<file path="src/rtl/timer_pkg.sv">
// timer_pkg: shared state encoding, register offsets, CTRL layout and mode codes for timer_dev.
// Prescaler width is also used by timer_prescaler (built only with TIMER_PRESCALE_EN).
package timer_pkg;
    typedef enum logic [1:0] {IDLE, LOAD, CNT, INT} state_t;

    localparam logic [1:0] TMR_CTRL   = 2'd0;
    localparam logic [1:0] TMR_PRESET = 2'd1;
    localparam logic [1:0] TMR_COUNT  = 2'd2;

    localparam int CTRL_EN   = 0;
    localparam int CTRL_MODE = 1;
    localparam int CTRL_IM   = 3;
    localparam int CTRL_PRE  = 4;
    localparam int PRE_W     = 4;

    localparam logic [1:0] MODE_ONESHOT = 2'd0;
    localparam logic [1:0] MODE_AUTO    = 2'd1;

    function automatic logic is_auto(input logic [1:0] mode);
        return mode == MODE_AUTO;
    endfunction
endpackage

</file>
<file path="src/rtl/timer_prescaler.sv">
// timer_prescaler: emits a one-cycle tick every p+1 cycles; clr holds it at phase 0.
// Instantiated by timer_dev only when TIMER_PRESCALE_EN is defined.
module timer_prescaler
    import timer_pkg::*;
(
    input  logic             clk,
    input  logic             reset,
    input  logic             clr,
    input  logic [PRE_W-1:0] p,
    output logic             tick
);
    logic [PRE_W-1:0] cnt;

    // >= keeps the divider from running the long way round if p shrinks mid-count
    assign tick = !clr && cnt >= p;

    always_ff @(posedge clk or negedge reset) begin
        if (!reset)
            cnt <= '0;
        else
            cnt <= (clr || tick) ? '0 : cnt + 1'b1;
    end
endmodule

</file>
<file path="src/rtl/timer_dev.sv">
// timer_dev: memory-mapped countdown timer (CTRL/PRESET/COUNT) with interrupt output.
// Define TIMER_PRESCALE_EN to enable the CTRL[7:4] prescale field.
module timer_dev
    import timer_pkg::*;
#(
    parameter int CNT_W = 32
) (
    input  logic        clk,
    input  logic        reset,
    input  logic [1:0]  A,
    input  logic        WE,
    input  logic [31:0] WD,
    output logic [31:0] RD,
    output logic        IRQ
);
    state_t           state, state_n;
    logic [7:0]       ctrl;
    logic [CNT_W-1:0] preset, count, count_n;
    logic             irq_pend, set_pend, tick;
    logic             en, im, auto_md, ctrl_wr, preset_wr;

    assign en        = ctrl[CTRL_EN];
    assign im        = ctrl[CTRL_IM];
    assign auto_md   = is_auto(ctrl[CTRL_MODE +: 2]);
    assign ctrl_wr   = WE && A == TMR_CTRL;
    assign preset_wr = WE && A == TMR_PRESET;

`ifdef TIMER_PRESCALE_EN
    localparam logic [7:0] CTRL_MASK = 8'hFF;
    timer_prescaler u_pre (
        .clk  (clk),
        .reset(reset),
        .clr  (state == LOAD || !en),
        .p    (ctrl[CTRL_PRE +: PRE_W]),
        .tick (tick)
    );
`else
    localparam logic [7:0] CTRL_MASK = 8'h0F;
    assign tick = 1'b1;
`endif

    always_comb begin
        state_n  = state;
        count_n  = count;
        set_pend = 1'b0;
        case (state)
            IDLE: state_n = en ? LOAD : IDLE;
            LOAD: begin
                count_n = preset;
                state_n = CNT;
            end
            CNT: begin
                if (!en)
                    state_n = IDLE;
                else if (tick && count == '0) begin
                    state_n  = INT;
                    set_pend = !auto_md;
                end else if (tick)
                    count_n = count - 1'b1;
            end
            default: state_n = (auto_md && en) ? LOAD : IDLE;
        endcase
    end

    // A same-edge bus write to CTRL overrides the one-shot EN clear; a pend set beats a clear
    always_ff @(posedge clk or negedge reset) begin
        if (!reset) begin
            state    <= IDLE;
            ctrl     <= '0;
            preset   <= '0;
            count    <= '0;
            irq_pend <= 1'b0;
        end else begin
            state    <= state_n;
            count    <= count_n;
            ctrl     <= ctrl_wr ? WD[7:0] & CTRL_MASK
                      : set_pend ? ctrl & ~(8'd1 << CTRL_EN) : ctrl;
            preset   <= preset_wr ? WD[CNT_W-1:0] : preset;
            irq_pend <= set_pend || (irq_pend && !(ctrl_wr || preset_wr));
        end
    end

    assign IRQ = im && (irq_pend || (state == INT && auto_md));

    assign RD = A == TMR_CTRL   ? {24'd0, ctrl}
              : A == TMR_PRESET ? 32'(preset)
              : A == TMR_COUNT  ? 32'(count)
              : 32'd0;
endmodule

</file>
<file path="config.mk">
export PLATFORM = sky130hd
export DESIGN_NAME = timer_dev
export DESIGN_NICKNAME = d
export VERILOG_FILES = /design/src/rtl/timer_pkg.sv /design/src/rtl/timer_prescaler.sv /design/src/rtl/timer_dev.sv
export SDC_FILE = /design/constraint.sdc
export NUM_CORES = 1
export LEC_CHECK = 0
export CAP_MARGIN = 20
export CORE_MARGIN = 2
export CORE_UTILIZATION = 33
export DETAILED_ROUTE_END_ITERATION = 8
export GPL_ROUTABILITY_DRIVEN = 0
export PLACE_DENSITY = 0.62
export SETUP_SLACK_MARGIN = 0.15
export SLEW_MARGIN = 20
export SYNTH_ARGS = -nofsm -noshare
export SYNTH_HDL_FRONTEND = slang
export SYNTH_HIERARCHICAL = 1
export SYNTH_SLANG_ARGS = --single-unit
</file>
<file path="constraint.sdc">
create_clock -name clk -period 3.2 [get_ports clk]
set_input_delay 0.64 -clock clk [delete_from_list [all_inputs] [get_ports clk]]
set_output_delay 0.64 -clock clk [all_outputs]
set_load 0.02 [all_outputs]
</file>
==> qor.yml <==
ys_top_cells_by_count: "dfrtp_1 (71), mux2_2 (35), o21ai_0 (33), a22o_1 (31), a21oi_1 (28)"
synth-async-reset-ratio: 1.00
drc_errors: 3
synth_fp_nets: 434
yosysUniqueCellTypes: 47
first_pass_iters: 6
synth_seq_area_share: 0.453
antenna_left: 0
crit_path_start_kind: "input port"
cts_buffers: 9
fin_crit_ps: 3020
io_pins: 70
cts_root_buf: "clkbuf_16"
path_class: "in2out"
avgViaCountPerCell: 5.63
path_cells: "clkdlybuf4s50_1 > nor2b_2 > buf_4 > a22o_1 > clkdlybuf4s50_1"
fp.dieW_um: 113
finalSetupTns_ps: 0
grt_usage: 0.169
postCtsHoldBufs: 0
yosys_register_bits: 71
fin_crit_sh: 0.943
cp-end-kind: "output port"
area_delta_synth_final_pct: 31.6
synthCells: 396
crit_required_ps: 2560
cp_max_fo: 8
r2r_start: "count[0]"
maxCapViolations: 0
hold-worst-slack_ps: 390
cp_slowest_cell: "clkdlybuf4s50_1"
yosysWarnings: 6
cts_tree: "built"
synth-edff-count: 0
antenna_cells: 0
powerDensity_mw_per_mm2: 755
status: "finished, violations left"
wl_per_cell_um: 17.4
place_inst: 594
syn_area_sq_mm: 0.00392
io_buffers: 69
hold_class: "in2async"
yosysTopAreaCellShare: 0.453
grt_overflow_total: 0
cp_common_cell: "clkdlybuf4s50_1"
cts.htree.levels: 3
fin_area_sq_mm: 0.00516
clkSlewWorstSetupHoldPaths_ps: 50
drive_gt1_frac: 0.170
stdcell_count: 608
placed_cell_area_sq_mm: 0.00483
die_h_um: 113
grt_pass1_wl_mm: 17.2
dpl.hpwl_mm: 7.42
finalSetupViolations: 0
grt_pass1_vias: 3369
dr.first_iter.drc_count: 181
yosysTopAreaCell: "dfrtp_1"
synthTopCellsByArea: "dfrtp_1 (45%), mux2_2 (10%), a22o_1 (6.9%)"
violations: "DRC"
cts_sinks: 71
post_cts_buffers: 0
utilization: 0.448
max_freq_mhz: 332
maxSlewHeadroom: 0.470
crit_start: "A[1]"
layout.nets: 500
maxSlewViolCount: 0
clk_latency_ps: 330
die-area_sq_mm: 0.0128
finClkSkew_ps: 5.28
synth_ff_type: "dfrtp_1"
routed_wl_mm: 10.6
design.core.area_sq_mm: 0.0115
leakage_nw: 2.30
critical_path.max_stage_delay_ps: 590
hold_violations: 0
synth.most_common_cell: "dfrtp_1"
cts.path.max_buffers: 2
antenna_found_initial: 0
rows: 39
rsz0062_at_grt: "yes"
worst_slew_pin_slew_ps: 794
initial_core_util: 0.341
synth_area_per_cell_sq_um: 9.91
grt_max_degree: 53
ir_worst_vdd_mv: 0.294
num_vias: 3421
cp.arrival_ps: 2380
[flip-flops by register name, indices dropped and copies added, names as in the netlist]
register,flops
irq_pend,1
state,2
ctrl,4
preset,32
count,32
[layout make-up]
cell class | instances | area [sq um]
Clock buffer | 13 | 250
Clock inverter | 1 | 30.0
Fill cell | 1127 | 6350
Inverter | 7 | 26.3
Multi-Input combinational cell | 286 | 1990
Sequential cell | 71 | 1780
Tap cell | 143 | 179
Timing Repair Buffer | 87 | 908
[kinds of logic after synthesis]
kind of cell / after synthesis / synth area share
mux: 39 / 0.111
compound gates: 137 / 0.240
flops: 71 / 0.453
fa+ha+maj: 1 / 0.00319
buf+inv: 39 / 0.0411
simple gates: 109 / 0.152
[routing by layer]
| layer | global-route usage | vias to the layer above | share of wire |
|---|---|---|---|
| met5 | 0 | - | 0 |
| met4 | 0.0553 | 0 | 0.015 |
| met3 | 0.0321 | 12 | 0.042 |
| met2 | 0.268 | 86 | 0.47 |
| met1 | 0.233 | 1681 | 0.48 |
| li1 | - | 1642 | - |
[report_power, final]
group | switching (mW) | internal (mW) | total, mW | leakage, nW
Combinational | 0.698 | 0.651 | 1.35 | 1.32
Clock | 0.365 | 0.617 | 0.982 | 0.136
Sequential | 0.377 | 1.19 | 1.57 | 0.842
Total | 1.44 | 2.46 | 3.90 | 2.30
[cells in the final DEF (no fill, tap or decap), drive strengths merged, types with 2 or more instances in the layout]
cell type,netlist,routed
a21oi,29,29
a22o,32,32
a22oi,2,2
a2bb2oi,8,8
a31oi,7,7
and3,3,3
buf,13,19
clkbuf,19,13
clkdlybuf4s50,0,42
dfrtp,71,71
dlygate4sd2,0,5
dlymetal6s2s,0,21
inv,7,7
mux2,35,35
mux2i,4,4
nand2,26,26
nand2b,3,3
nand3,5,5
nand4,3,3
nand4b,2,2
nor2,18,18
nor2b,7,7
nor3,12,12
nor3b,2,2
nor4,10,10
o211ai,3,3
o21a,3,3
o21ai,33,33
o22a,2,2
o22ai,6,6
o2bb2ai,4,4
o311ai,2,2
o32ai,2,2
or3,5,5
or4,10,10
[timing repair]
item,CTS,global route
endpoints found under the setup margin,16,27
resized for setup,6,21
hold endpoints to repair,0,0
[metrics by stage]
step                      setup WS, ps  total power, mW
after floorplan                    643             2.44
after global placement             154             2.90
after detailed placement           123             2.94
after CTS                          144             3.93
after global routing               123             4.15
final                              184             3.90
[worst paths after layout]
check	to	slack [ps]	cells after the start
max	RD[6]	180	5
max in group asynchronous	count[27]	2130	2
min in group clk	irq_pend	500	2
max reg2reg	count[18]	440	7
min	preset[7]	390	1
min reg2reg	irq_pend	500	2
[worst max-delay path: cells and delay by family]
family / cells / cell delay [ps]
AOI/OAI and AO/OA: 1 / 150
buffers and inverters: 3 / 1340
and+or+nand+nor: 1 / 240
No activity file was read; power rests on OpenSTA's default activity.
